<file path="src/rtl/local_traffic_gen.sv">
// Synthetic flit source for a mesh node's local injection port.
// Emits {src id, sequence number, pseudo-random destination} flits under busy back-pressure.
module local_traffic_gen #(
    parameter int unsigned ID        = 0,
    parameter int unsigned NODES     = 16,
    parameter int unsigned HDR_SZ    = 8,
    parameter int unsigned PL_SZ     = 16,
    parameter int unsigned ADDR_SZ   = 8,
    parameter logic [15:0] SEED      = 16'hACE1,
    parameter int unsigned GAP       = 2,
    parameter int unsigned MAX_FLITS = 0
) (
    input  logic                            i_clk,
    input  logic                            i_reset,
    input  logic                            i_en,
    input  logic                            i_busy,
    output logic [HDR_SZ+PL_SZ+ADDR_SZ-1:0] o_data,
    output logic                            o_valid,
    output logic [19:0]                     o_flit_counter,
    output logic                            o_done
);

    localparam int unsigned DW = HDR_SZ + PL_SZ + ADDR_SZ;
    localparam int unsigned GW = (GAP > 1) ? $clog2(GAP + 1) : 1;

    typedef enum logic [1:0] {StIdle, StSend, StWait, StStop} state_t;

    state_t          r_state, w_state_nxt;
    logic [DW-1:0]   r_data, w_data_nxt;
    logic [15:0]     r_seq, w_seq_nxt;
    logic [15:0]     r_lfsr, w_lfsr_nxt;
    logic [19:0]     r_cnt, w_cnt_nxt;
    logic [GW-1:0]   r_gap, w_gap_nxt;

    logic [15:0]     w_lfsr_step;
    logic [15:0]     w_seq_inc;
    logic [19:0]     w_cnt_inc;
    logic            w_last;

    function automatic logic [15:0] f_lfsr_step(input logic [15:0] l);
        return {1'b0, l[15:1]} ^ (l[0] ? 16'hB400 : 16'h0000);
    endfunction

    // Never target ourselves: a self-hit is redirected to the next node up.
    function automatic logic [ADDR_SZ-1:0] f_dest(input logic [ADDR_SZ-1:0] a);
        int unsigned v;
        v = 32'(a) % NODES;
        if (v == ID) begin
            v = (ID + 1) % NODES;
        end
        return ADDR_SZ'(v);
    endfunction

    function automatic logic [DW-1:0] f_flit(input logic [15:0] seq,
                                             input logic [ADDR_SZ-1:0] a);
        return {HDR_SZ'(ID), PL_SZ'(seq), f_dest(a)};
    endfunction

    assign w_lfsr_step = f_lfsr_step(r_lfsr);
    assign w_seq_inc   = r_seq + 16'd1;
    assign w_cnt_inc   = (r_cnt == 20'hFFFFF) ? r_cnt : r_cnt + 20'd1;
    assign w_last      = (MAX_FLITS != 0) && (w_cnt_inc == 20'(MAX_FLITS));

    always_comb begin
        w_state_nxt = r_state;
        w_data_nxt  = r_data;
        w_seq_nxt   = r_seq;
        w_lfsr_nxt  = r_lfsr;
        w_cnt_nxt   = r_cnt;
        w_gap_nxt   = r_gap;
        unique case (r_state)
            StIdle: begin
                if (i_en) begin
                    w_data_nxt  = f_flit(r_seq, r_lfsr[ADDR_SZ-1:0]);
                    w_state_nxt = StSend;
                end
            end
            StSend: begin
                // busy only gates the state update; the offered flit stays put until taken.
                if (!i_busy) begin
                    w_seq_nxt  = w_seq_inc;
                    w_lfsr_nxt = w_lfsr_step;
                    w_cnt_nxt  = w_cnt_inc;
                    if (w_last) begin
                        w_state_nxt = StStop;
                    end else if (GAP > 0) begin
                        w_gap_nxt   = GW'(GAP);
                        w_state_nxt = StWait;
                    end else if (i_en) begin
                        w_data_nxt = f_flit(w_seq_inc, w_lfsr_step[ADDR_SZ-1:0]);
                    end else begin
                        w_state_nxt = StIdle;
                    end
                end
            end
            StWait: begin
                w_gap_nxt = r_gap - GW'(1);
                if (r_gap <= GW'(1)) begin
                    w_state_nxt = StIdle;
                end
            end
            StStop: begin
                w_state_nxt = StStop;
            end
        endcase
    end

    always_ff @(posedge i_clk) begin
        if (i_reset) begin
            r_state <= StIdle;
            r_data  <= '0;
            r_seq   <= '0;
            r_lfsr  <= SEED;
            r_cnt   <= '0;
            r_gap   <= '0;
        end else begin
            r_state <= w_state_nxt;
            r_data  <= w_data_nxt;
            r_seq   <= w_seq_nxt;
            r_lfsr  <= w_lfsr_nxt;
            r_cnt   <= w_cnt_nxt;
            r_gap   <= w_gap_nxt;
        end
    end

    assign o_data         = r_data;
    assign o_valid        = (r_state == StSend);
    assign o_flit_counter = r_cnt;
    assign o_done         = (r_state == StStop);

endmodule

</file>
<file path="config.mk">
export PLATFORM = sky130hd
export DESIGN_NAME = local_traffic_gen
export DESIGN_NICKNAME = d
export VERILOG_FILES = /design/src/rtl/local_traffic_gen.sv
export SDC_FILE = /design/constraint.sdc
export NUM_CORES = 1
export LEC_CHECK = 0
export ABC_AREA = 0
export CORE_AREA = 2 2 93 86
export DETAILED_ROUTE_END_ITERATION = 8
export DIE_AREA = 0 0 95 88
export GPL_TIMING_DRIVEN = 0
export PLACE_DENSITY_LB_ADDON = 0.1
export SYNTH_ARGS = -nofsm -noshare
export SYNTH_HDL_FRONTEND = slang
export SYNTH_SLANG_ARGS = --single-unit
</file>
<file path="constraint.sdc">
create_clock -name i_clk -period 2.2 [get_ports i_clk]
set_clock_uncertainty 0.2 [all_clocks]
set_input_delay 0.33 -clock i_clk [delete_from_list [all_inputs] [get_ports i_clk]]
set_output_delay 0.33 -clock i_clk [all_outputs]
set_load 0.05 [all_outputs]
</file>
[Yosys cells after proc, flatten, opt, wreduce, memory -nomap -nowiden]
Index checks and enable logic that the tools add are counted.
Storage, ports and cells
  register bits after elaboration: 80
  output and inout port bits: 54
  word-level logic and storage cells: 35
Cells by class
  add/sub/neg operators: 3
  order comparisons: 1
  equality and inequality tests: 7
  muxes and demuxes: 7
  bitwise operators: 3
  reductions and logical operators: 8
Operator list (count)
  $logic_not 32->1: 1
  $add 20x1->20 const B: 1
  $eq 20x20->1 const B: 1
  $add 16x1->16 const B: 1
  $mux 16: 1
  $xor 15x16->16: 1
  $pmux 2 s4: 1
  $mux 2: 3
  $ne 2x2->1 const B: 3
  $reduce_and 2->1: 3
  $reduce_and 3->1: 2
  $eq 2x2->1 const B: 2
  $mux 4: 1
  $pmux 2 s2: 1
  $eq 2x1->1 const B: 1
  $le 2x1->1 const B: 1
  $logic_not 2->1: 1
  $not 1->1: 2
  $reduce_bool 2->1: 1
  $sub 2x1->2 const B: 1

[Longest topological paths before layout]
Gate-level depths: netlist (run 1).
  word-level depth: 3
  mapped depth: 8
  gate-level depth less buffers: 6

[Least setup slack after synthesis (run 1)]
No wires, ideal clock.
  kind: register to register
  start: reg r_state[1]
  end: reg r_cnt[14], in the netlist o_flit_counter[14]
  library setup time: 70 ps
  data arrival time: 2231 ps
  setup slack: -302 ps
  cell stages (with the launch flop): 8
  cell sequence: dfxtp_1 inv_1 ha_1 nand2b_1 or3_1 buf_2 or4_1 a21oi_1
On the way
  word-level cells in the longest chain between the ends: 2
RTL lines
  start, declared: RTL line 28  | state_t r_state, w_state_nxt;
  start signal, assigned: RTL line 110  | r_state <= StIdle;
  start signal, assigned: RTL line 117  | r_state <= w_state_nxt;
  $eq 2x1->1
  net o_valid: RTL line 18  | output logic o_valid,
  $reduce_and 3->1 (no source line)
  end signal, assigned: RTL line 121  | r_cnt <= w_cnt_nxt;
  end, declared: RTL line 32  | logic [19:0] r_cnt, w_cnt_nxt;
The timed path passes the listed nets, and every way through them passes these cells.
A chain may end at the register's enable or synchronous reset.

[Worst setup path in the final report (run 1)]
  start: reg r_cnt[16], in the netlist o_flit_counter[16]
  end: out o_flit_counter[16]
RTL lines
  end, declared: RTL line 19  | output logic [19:0] o_flit_counter,
No word-level cell between the ends.

==> results of run 1 <==
[stage by stage]
stage / cells / hold slack, ns
after floorplan: 425 / 0.232
after global placement: 566 / 0.242
after detailed placement: 566 / 0.247
after CTS: 581 / 0.259
after global routing: 584 / 0.275
final: 584 / 0.257
[registers in the layout, indices dropped and copies added (netlist names)]
register and flops:
r_state 2, r_gap 2, o_data 20, r_seq 16
r_lfsr 16, o_flit_counter 20
[final timing paths]
kind / startpoint / end / slack [ns] / cells after the start
worst max-delay path: o_flit_counter[16]$_SDFFE_PP0P_ / o_flit_counter[16] / 0.05 / 1
worst min-delay path: o_data[11]$_SDFFE_PP0P_ / o_data[11]$_SDFFE_PP0P_ / 0.26 / 2
worst max register to register: o_flit_counter[0]$_SDFFE_PP0P_ / o_flit_counter[12]$_SDFFE_PP0P_ / 0.09 / 6
worst min register to register: o_data[11]$_SDFFE_PP0P_ / o_data[11]$_SDFFE_PP0P_ / 0.26 / 2
[final cells by class]
cell class | instances | area, um2 | share of cell area [%]
clock buffers | 10 | 138 | 3.15
inverters | 4 | 15.0 | 0.344
repair buffers | 48 | 470 | 10.8
plain buffers | 35 | 190 | 4.36
well taps | 96 | 120 | 2.75
clock inverters | 6 | 95.1 | 2.18
flip-flops and latches | 76 | 1550 | 35.4
multi-input cells | 309 | 1790 | 41.0
[power breakdown]
group / internal [mW] / total (mW) / switching [mW]
registers: 1.42 / 1.46 / 0.0364
logic: 0.133 / 0.400 / 0.268
clock network: 0.682 / 1.23 / 0.550
total: 2.23 / 3.09 / 0.854
[metal layers]
layer / vias up / wire, um / GRT usage [%] / part of all wire, %
met1: 1451 / 3940 / 27.4 / 49
met5: - / 0 / 0 / 0
li1: 1557 / - / - / -
met2: 62 / 3690 / 32.3 / 46
met3: 8 / 333 / 4.82 / 4.1
met4: 0 / 85 / 5.53 / 1.1
[timing repair]
item,in CTS,in global routing
buffers inserted,0,3
hold buffers,0,0
pin swaps,0,0
endpoints found under the setup margin,12,38
gates resized for setup,3,18
[cell usage in the layout (no fill, tap or decap), types with 7 or more instances in the layout]
cell,instances
o21ai_0,7
dfxtp_2,14
nand2_1,83
nor2b_1,9
nand3_1,8
o31ai_1,9
or3_1,8
buf_4,14
nand4_1,17
conb_1,12
mux2_2,7
clkbuf_8,10
clkdlybuf4s50_1,42
xor2_1,9
dfxtp_1,60
or4_1,9
clkbuf_1,12
nor2_1,27
a21oi_1,49
[cell families (layout without fill, tap and decap cells)]
logic type                 count (synthesis)  after routing  share of synthesized area (%)
adders and majority gates                  8              8                           2.92
DFF                                       76             76                           44.4
and+or+nand+nor                          190            190                           27.5
muxes                                      8              8                           2.60
other                                      1             12                          0.110
buffers and inverters                     40            103                           5.88
xor gates and xnor gates                  13             13                           3.33
AOI/OAI and AO/OA                         78             78                           13.2
==> flow_summary.ini, run 1 <==
[cells_and_area]
n_antenna_cell = 0
drive_above_1_share_pct = 14.8
nFillCells = 685
final_area_um2 = 4360
final_util_pct = 59.0
fin_nets = 495
area_growth_pct = 27.4

[clock_tree]
clk_pin_slew_ns = 0.08
htreeDepth = 3
cts_buffers = 9
clock_path_buffers = 2
insertion_delay_ns = 0.35
cts.sinks = 76
cts_tree = done
cts-root-buf = clkbuf_8

[sta]
fmax_mhz = 464
worstMarginPinSlew_ns = 0.618
relSlewSlack_pct = 58.8
fin_ws_ns = 0.0454
period_share_pct = 97.9
fin_setup_tns_ns = 0
final-hold-violation-count = 0
finalMaxSlewViolations = 0
setup_violations = 0
finalCriticalPeriod_ns = 2.15

[route]
wl_per_cell_um = 13.8
vias = 3078
drt-total-wl_um = 8050
drtIter0Drc = 160
vias_per_cell = 5.27
drc_errors = 0
route.antenna.remaining_nets = 0
first_pass_iters = 4

[grt]
grt_start_max_net_pins = 20
grt_pass1_wl_um = 13300
grt_pass1_vias = 2887
grt_usage_pct = 20.2
grt-ovfl-total = 0
antenna_found_initial = 0

[critical_path]
path_class = register to output pin
crit_buf_inv = 1
max_stage_delay_ns = 0.85
crit_chain = clkdlybuf4s50_1
cp-end-kind = output pin
critPathLaunchType = register
path_delay_family = buffers and inverters
critPathArrivalTime_ns = 1.62
cp_max_fo = 5
crit_slowest_cell = clkdlybuf4s50_1
required_ns = 1.67

[synthesis]
synth_top_area_share_pct = 44.4
ys_warn_count = 0
synth-edff-count = 0
synth_most_common_cell = nand2_1
synthDistinctLibCells = 40
netlist_area_um2 = 3420
synth_top_cell_by_area = dfxtp_1
syn_area_per_cell_um2 = 8.27
synthFlopType = dfxtp_1
synth.area.top_cells = dfxtp_1 44%, nand2_1 9.1%, a21oi_1 7.3%
syn_inst = 414
synthArstFlopShare_pct = 0
ys_ff_latch = 76
ys_seq_area_share_pct = 44.4
synth_common_cells = 83 x nand2_1, 76 x dfxtp_1, 50 x a21oi_1, 27 x nor2_1

[power_and_ir_drop]
p_per_area_nw_per_um2 = 708
p_total_mw = 3.09
irDropWorstVdd_mv = 0.386
leakage_nw = 1.60

[floorplan]
die-area_um2 = 8360
ios = 58
die_y_um = 88
core_um2 = 7390
dieWidth_um = 95
rows = 30
start_util_pct = 46.3

[outcome]
outcome = completed

[placed_design]
postPlaceCellArea_um2 = 4070
gp_congestion = 0.833
place_hpwl_um = 5610
place_ws_ns = -0.298
io_buffers = 45

[flow_run]
cap_viol_max_count = 0

[worst_hold_path]
min_path_type = register to register
No activity file was read; power rests on OpenSTA's default activity.
==> run 2: changes to the inputs <==
--- a/config.mk
+++ b/config.mk
@@ -5,7 +5,6 @@
 export SDC_FILE = /design/constraint.sdc
 export NUM_CORES = 1
 export LEC_CHECK = 0
-export ABC_AREA = 0
 export CORE_AREA = 2 2 93 86
 export DETAILED_ROUTE_END_ITERATION = 8
 export DIE_AREA = 0 0 95 88
==> constraint.sdc (replaced) <==
create_clock -name i_clk -period 2.2 [get_ports i_clk]
set_clock_uncertainty 0.2 [all_clocks]
set_input_delay 0.33 -clock i_clk [delete_from_list [all_inputs] [get_ports i_clk]]
set_output_delay 0.33 -clock i_clk [all_outputs]
set_load 0.005 [all_outputs]
==> run 2 against run 1 <==
Global-route usage increased by 0.12 points. Die area unchanged. Critical path type is now register to register. Largest power group unchanged. Sequential cell count unchanged. First-iteration DRC count decreased by 16%. Clock power decreased by 19%. Highest routed layer unchanged. Critical path depth increased by 4.
==> flow_summary.ini, run 2 (synthesis gave the netlist of run 1 again) <==
[outcome]
outcome = completed

[sta]
finalMaxSlewViolations = 0
setup_violations = 0
final-hold-violation-count = 0
finalCriticalPeriod_ns = 2.14
worstMarginPinSlew_ns = 0.637
fmax_mhz = 468
period_share_pct = 97.0
relSlewSlack_pct = 57.5

[cells_and_area]
nFillCells = 689
fin_nets = 501
n_antenna_cell = 0
drive_above_1_share_pct = 13.4
final_cells = 590
area_growth_pct = 26.8
final_common_cell = nand2_1
final_cell_mix = 83 x nand2_1, 72 x dfxtp_1, 49 x a21oi_1

[floorplan]
dieWidth_um = 95
core_um2 = 7390
start_util_pct = 46.3
die-area_um2 = 8360
die_y_um = 88
rows = 30
ios = 58

[route]
drt-total-wl_um = 7990
drtIter0Drc = 135
drc_errors = 0
wl_per_cell_um = 13.5
route.antenna.remaining_nets = 0
first_pass_iters = 4
vias_per_cell = 5.25
vias = 3100

[grt]
grt_start_max_net_pins = 16
grt_usage_pct = 20.3
grt_pass1_wl_um = 13200
antenna_found_initial = 0
grt_pass1_vias = 2734
grt-ovfl-total = 0

[placed_design]
io_buffers = 45
place_inst = 566
gp_congestion = 0.797
place_hpwl_um = 5470

[clock_tree]
clk_pin_slew_ns = 0.08
insertion_delay_ns = 0.36
clock_path_buffers = 2
cts-root-buf = clkbuf_8
cts_tree = done
cts_buffers = 9
htreeDepth = 3
cts.sinks = 76

[critical_path]
required_ns = 2.25
path_class = register to register
cp_max_fo = 6
critPathArrivalTime_ns = 2.18
critPathLaunchType = register
cp-end-kind = register

[power_and_ir_drop]
leakage_nw = 1.57
p_total_mw = 2.79
irDropWorstVdd_mv = 0.441
p_per_area_nw_per_um2 = 642

[flow_run]
cap_viol_max_count = 0

[worst_hold_path]
min_path_type = register to register
[run 2: metrics by stage]
stage	TNS (ns)	util [%]	hold WS, ns	instance area, um2	setup slack (ns)
6_report	0	58.7	0.255	4340	0.0649
5_1_grt	-0.00747	58.7	0.275	4340	-0.00376
4_1_cts	0	57.4	0.258	4240	0.00255
3_5_place_dp	-10.37	54.6	0.246	4040	-0.325
3_3_place_gp	-8.83	54.6	0.242	4040	-0.310
2_1_floorplan	0	-	0.232	3460	0.0617
[run 2: where the power goes]
group          internal, mW  total [mW]  switching (mW)
registers              1.42        1.45          0.0330
logic                 0.138       0.331           0.194
clock network         0.423        1.00           0.579
total                  1.98        2.79           0.806
[run 2: path summary, 6_finish.rpt]
path	startpoint	to	slack, ns	cells past startpoint
setup / recovery	o_flit_counter[12]$_SDFFE_PP0P_	o_flit_counter[19]$_SDFFE_PP0P_	0.06	5
hold / removal	o_data[12]$_SDFFE_PP0P_	o_data[12]$_SDFFE_PP0P_	0.26	2
setup reg to reg	o_flit_counter[12]$_SDFFE_PP0P_	o_flit_counter[19]$_SDFFE_PP0P_	0.06	5
hold reg to reg	o_data[12]$_SDFFE_PP0P_	o_data[12]$_SDFFE_PP0P_	0.26	2
[run 2: final cells by class]
type	count	area (um2)	share of cell area (%)
clock inverters	7	55.1	1.27
repair buffers	53	510	11.8
flip-flops and latches	76	1530	35.3
multi-input cells	309	1790	41.3
plain buffers	36	194	4.47
inverters	4	15.0	0.346
clock buffers	9	124	2.85
well taps	96	120	2.77
[run 2: critical path, stage by stage (launching register included)]
cell and delay [ns]:
dfxtp_1 0.44, nand4_1 0.14, buf_4 0.18, or4_4 0.43, a211oi_1 0.27, mux2_2 0.37
[run 2: repair_timing]
item / CTS / global route
setup buffers: 0 / 8
endpoints found under the setup margin: 28 / 46
pin swaps: 1 / 3
hold buffers: 0 / 0
resized for setup: 9 / 17
[run 2: per-layer routing]
| layer | up-vias | track usage, % | share of wire [%] |
|---|---|---|---|
| met5 | - | 0 | 0 |
| met4 | 0 | 6.19 | 1.2 |
| met3 | 6 | 5.77 | 3.4 |
| met2 | 49 | 30.4 | 46 |
| met1 | 1474 | 28.4 | 50 |
| li1 | 1571 | - | - |
==> run 3: changes to the inputs <==
--- a/config.mk
+++ b/config.mk
@@ -8,6 +8,7 @@
 export CORE_AREA = 2 2 93 86
 export DETAILED_ROUTE_END_ITERATION = 8
 export DIE_AREA = 0 0 95 88
+export DONT_BUFFER_PORTS = 1
 export GPL_TIMING_DRIVEN = 0
 export PLACE_DENSITY_LB_ADDON = 0.1
 export SYNTH_ARGS = -nofsm -noshare
==> run 3 against run 2 <==
Combinational power decreased by 13%. Cell area shrank 10%. Clock-buffer cell count up 3. Hold slack got worse by 0.20 ns. Critical path depth did not move. Sequential share of layout area increased by 4.2 points. Sequential power about the same. Cell count decreased by 8.0%. Critical path type unchanged. Highest routed layer unchanged. Critical endpoint unchanged.
==> flow_summary.ini, run 3 (synthesis gave the netlist of run 1 again) <==
[grt]
antenna_found_initial = 0
grt_pass1_vias = 2639
grt_usage_pct = 19.4
grt_pass1_wl_um = 12500
grt-ovfl-total = 0
grt_start_max_net_pins = 13

[route]
drc_errors = 0
first_pass_iters = 4
vias_per_cell = 5.44
route.antenna.remaining_nets = 0
drtIter0Drc = 140
wl_per_cell_um = 14.3
drt-total-wl_um = 7740
vias = 2953

[clock_tree]
cts-root-buf = clkbuf_8
insertion_delay_ns = 0.35
cts_buffers = 9
cts_tree = done
cts_hold_buf = 0
clk_pin_slew_ns = 0.08
clock_path_buffers = 2
htreeDepth = 3
cts.sinks = 76

[sta]
fin_ws_ns = 0.0904
finalCriticalPeriod_ns = 2.11
setup_violations = 0
relSlewSlack_pct = 59.2
final-hold-violation-count = 0
period_share_pct = 95.9
worstMarginPinSlew_ns = 0.612
fmax_mhz = 474
finalMaxSlewViolations = 0

[critical_path]
required_ns = 2.23
r2r-start = o_flit_counter[13]$_SDFFE_PP0P_
critPathLaunchType = register
critPathArrivalTime_ns = 2.14
rr_endpoint = o_flit_counter[19]$_SDFFE_PP0P_
path_class = register to register
reg2reg_slack_ns = 0.09
rr_worst_depth = 5
max_stage_delay_ns = 0.46
crit_chain = nand4_1, buf_4, or4_1, a211oi_1, mux2_2
cp-end-kind = register
crit_slowest_cell = or4_1
cp_max_fo = 5

[placed_design]
place_hpwl_um = 5340
postPlaceCellArea_um2 = 3580
place_ws_ns = -0.264
gp_congestion = 0.784
io_buffers = 0

[cells_and_area]
n_antenna_cell = 0
final_common_cell = nand2_1
fin_nets = 454
nFillCells = 730
area_growth_pct = 13.6
final_area_um2 = 3890
final_cell_mix = 83 x nand2_1, 67 x dfxtp_1, 49 x a21oi_1
drive_above_1_share_pct = 14.1

[floorplan]
ios = 58
start_util_pct = 46.3
die_y_um = 88
core_um2 = 7390
dieWidth_um = 95
die-area_um2 = 8360
rows = 30

[power_and_ir_drop]
irDropWorstVdd_mv = 0.365
leakage_nw = 1.41
p_per_area_nw_per_um2 = 720

[worst_hold_path]
whs_path_depth = 2
min_path_type = primary input to register
hp-start = i_reset
hold_end = o_flit_counter[0]$_SDFFE_PP0P_

[outcome]
outcome = completed

[flow_run]
cap_viol_max_count = 0
[run 3: changes by cell type in the layout (fill, tap and decap cells not counted), sizes merged]
cell,delta
clkdlybuf4s50,-44
buf,-2
dlymetal6s2s,-1
bufinv,+1
inv,-4
clkinv,+2
clkbuf,+3
clkinvlp,-2
[run 3: report_power, final]
part | internal, mW | switching (mW) | leakage [nW]
sequential | 1.42 | 0.0370 | 0.620
clock | 0.554 | 0.502 | 0.100
combinational | 0.107 | 0.182 | 0.687
total | 2.08 | 0.721 | 1.41
[run 3: routing by layer]
layer  global-route usage [%]  wire length, um
met5                        0                0
met2                     30.9             3560
met4                     6.32              102
met3                     6.54              380
met1                     24.9             3700
[run 3: cell type report]
| cell class | instances | area [um2] | share of cell area, % |
|---|---|---|---|
| plain buffers | 36 | 199 | 5.11 |
| well taps | 96 | 120 | 3.09 |
| flip-flops and latches | 76 | 1540 | 39.5 |
| inverters | 4 | 15.0 | 0.386 |
| repair buffers | 6 | 41.3 | 1.06 |
| clock inverters | 4 | 48.8 | 1.25 |
| multi-input cells | 309 | 1780 | 45.8 |
| clock buffers | 12 | 145 | 3.73 |
[run 3: repair_timing]
| item | CTS | global route |
|---|---|---|
| pin swaps | 1 | 2 |
| gates resized for setup | 7 | 21 |
| setup buffers | 2 | 4 |
| setup endpoints to repair | 29 | 28 |
[run 3: critical path, delay by kind of cell, from the launching register on]
kind	cells	cell delay [ns]
buf+inv	1	0.17
compound gates	1	0.26
flops	1	0.42
mux	1	0.37
simple gates	2	0.57
[run 3: per-stage QoR]
stage                     util (%)  total power [mW]  setup TNS (ns)  std cells  hold WS, ns
after floorplan                  -              1.69               0        425        0.232
after detailed placement      48.5              1.77           -3.48        521        0.244
after CTS                     51.6              2.84               0        539       0.0388
final                         52.6              2.80               0        543       0.0502
after global routing          52.6              2.93        -0.00467        543       0.0518
after global placement        48.5              1.76           -2.63        521        0.241
[run 3: worst max-delay path by stage]
stage | startpoint | to | slack [ns] | cells past startpoint
floorplan | r_state[1]$_SDFFE_PP0P_ | o_flit_counter[12]$_SDFFE_PP0P_ | 0.06 | 7
global placement | r_state[1]$_SDFFE_PP0P_ | r_lfsr[14]$_SDFFE_PP0P_ | -0.22 | 8
detailed placement | r_state[1]$_SDFFE_PP0P_ | r_lfsr[14]$_SDFFE_PP0P_ | -0.26 | 8
CTS | r_state[1]$_SDFFE_PP0P_ | o_flit_counter[12]$_SDFFE_PP0P_ | 0.01 | 7
global route | r_state[1]$_SDFFE_PP0P_ | o_flit_counter[14]$_SDFFE_PP0P_ | -0.005 | 7
finish | o_flit_counter[13]$_SDFFE_PP0P_ | o_flit_counter[19]$_SDFFE_PP0P_ | 0.09 | 5
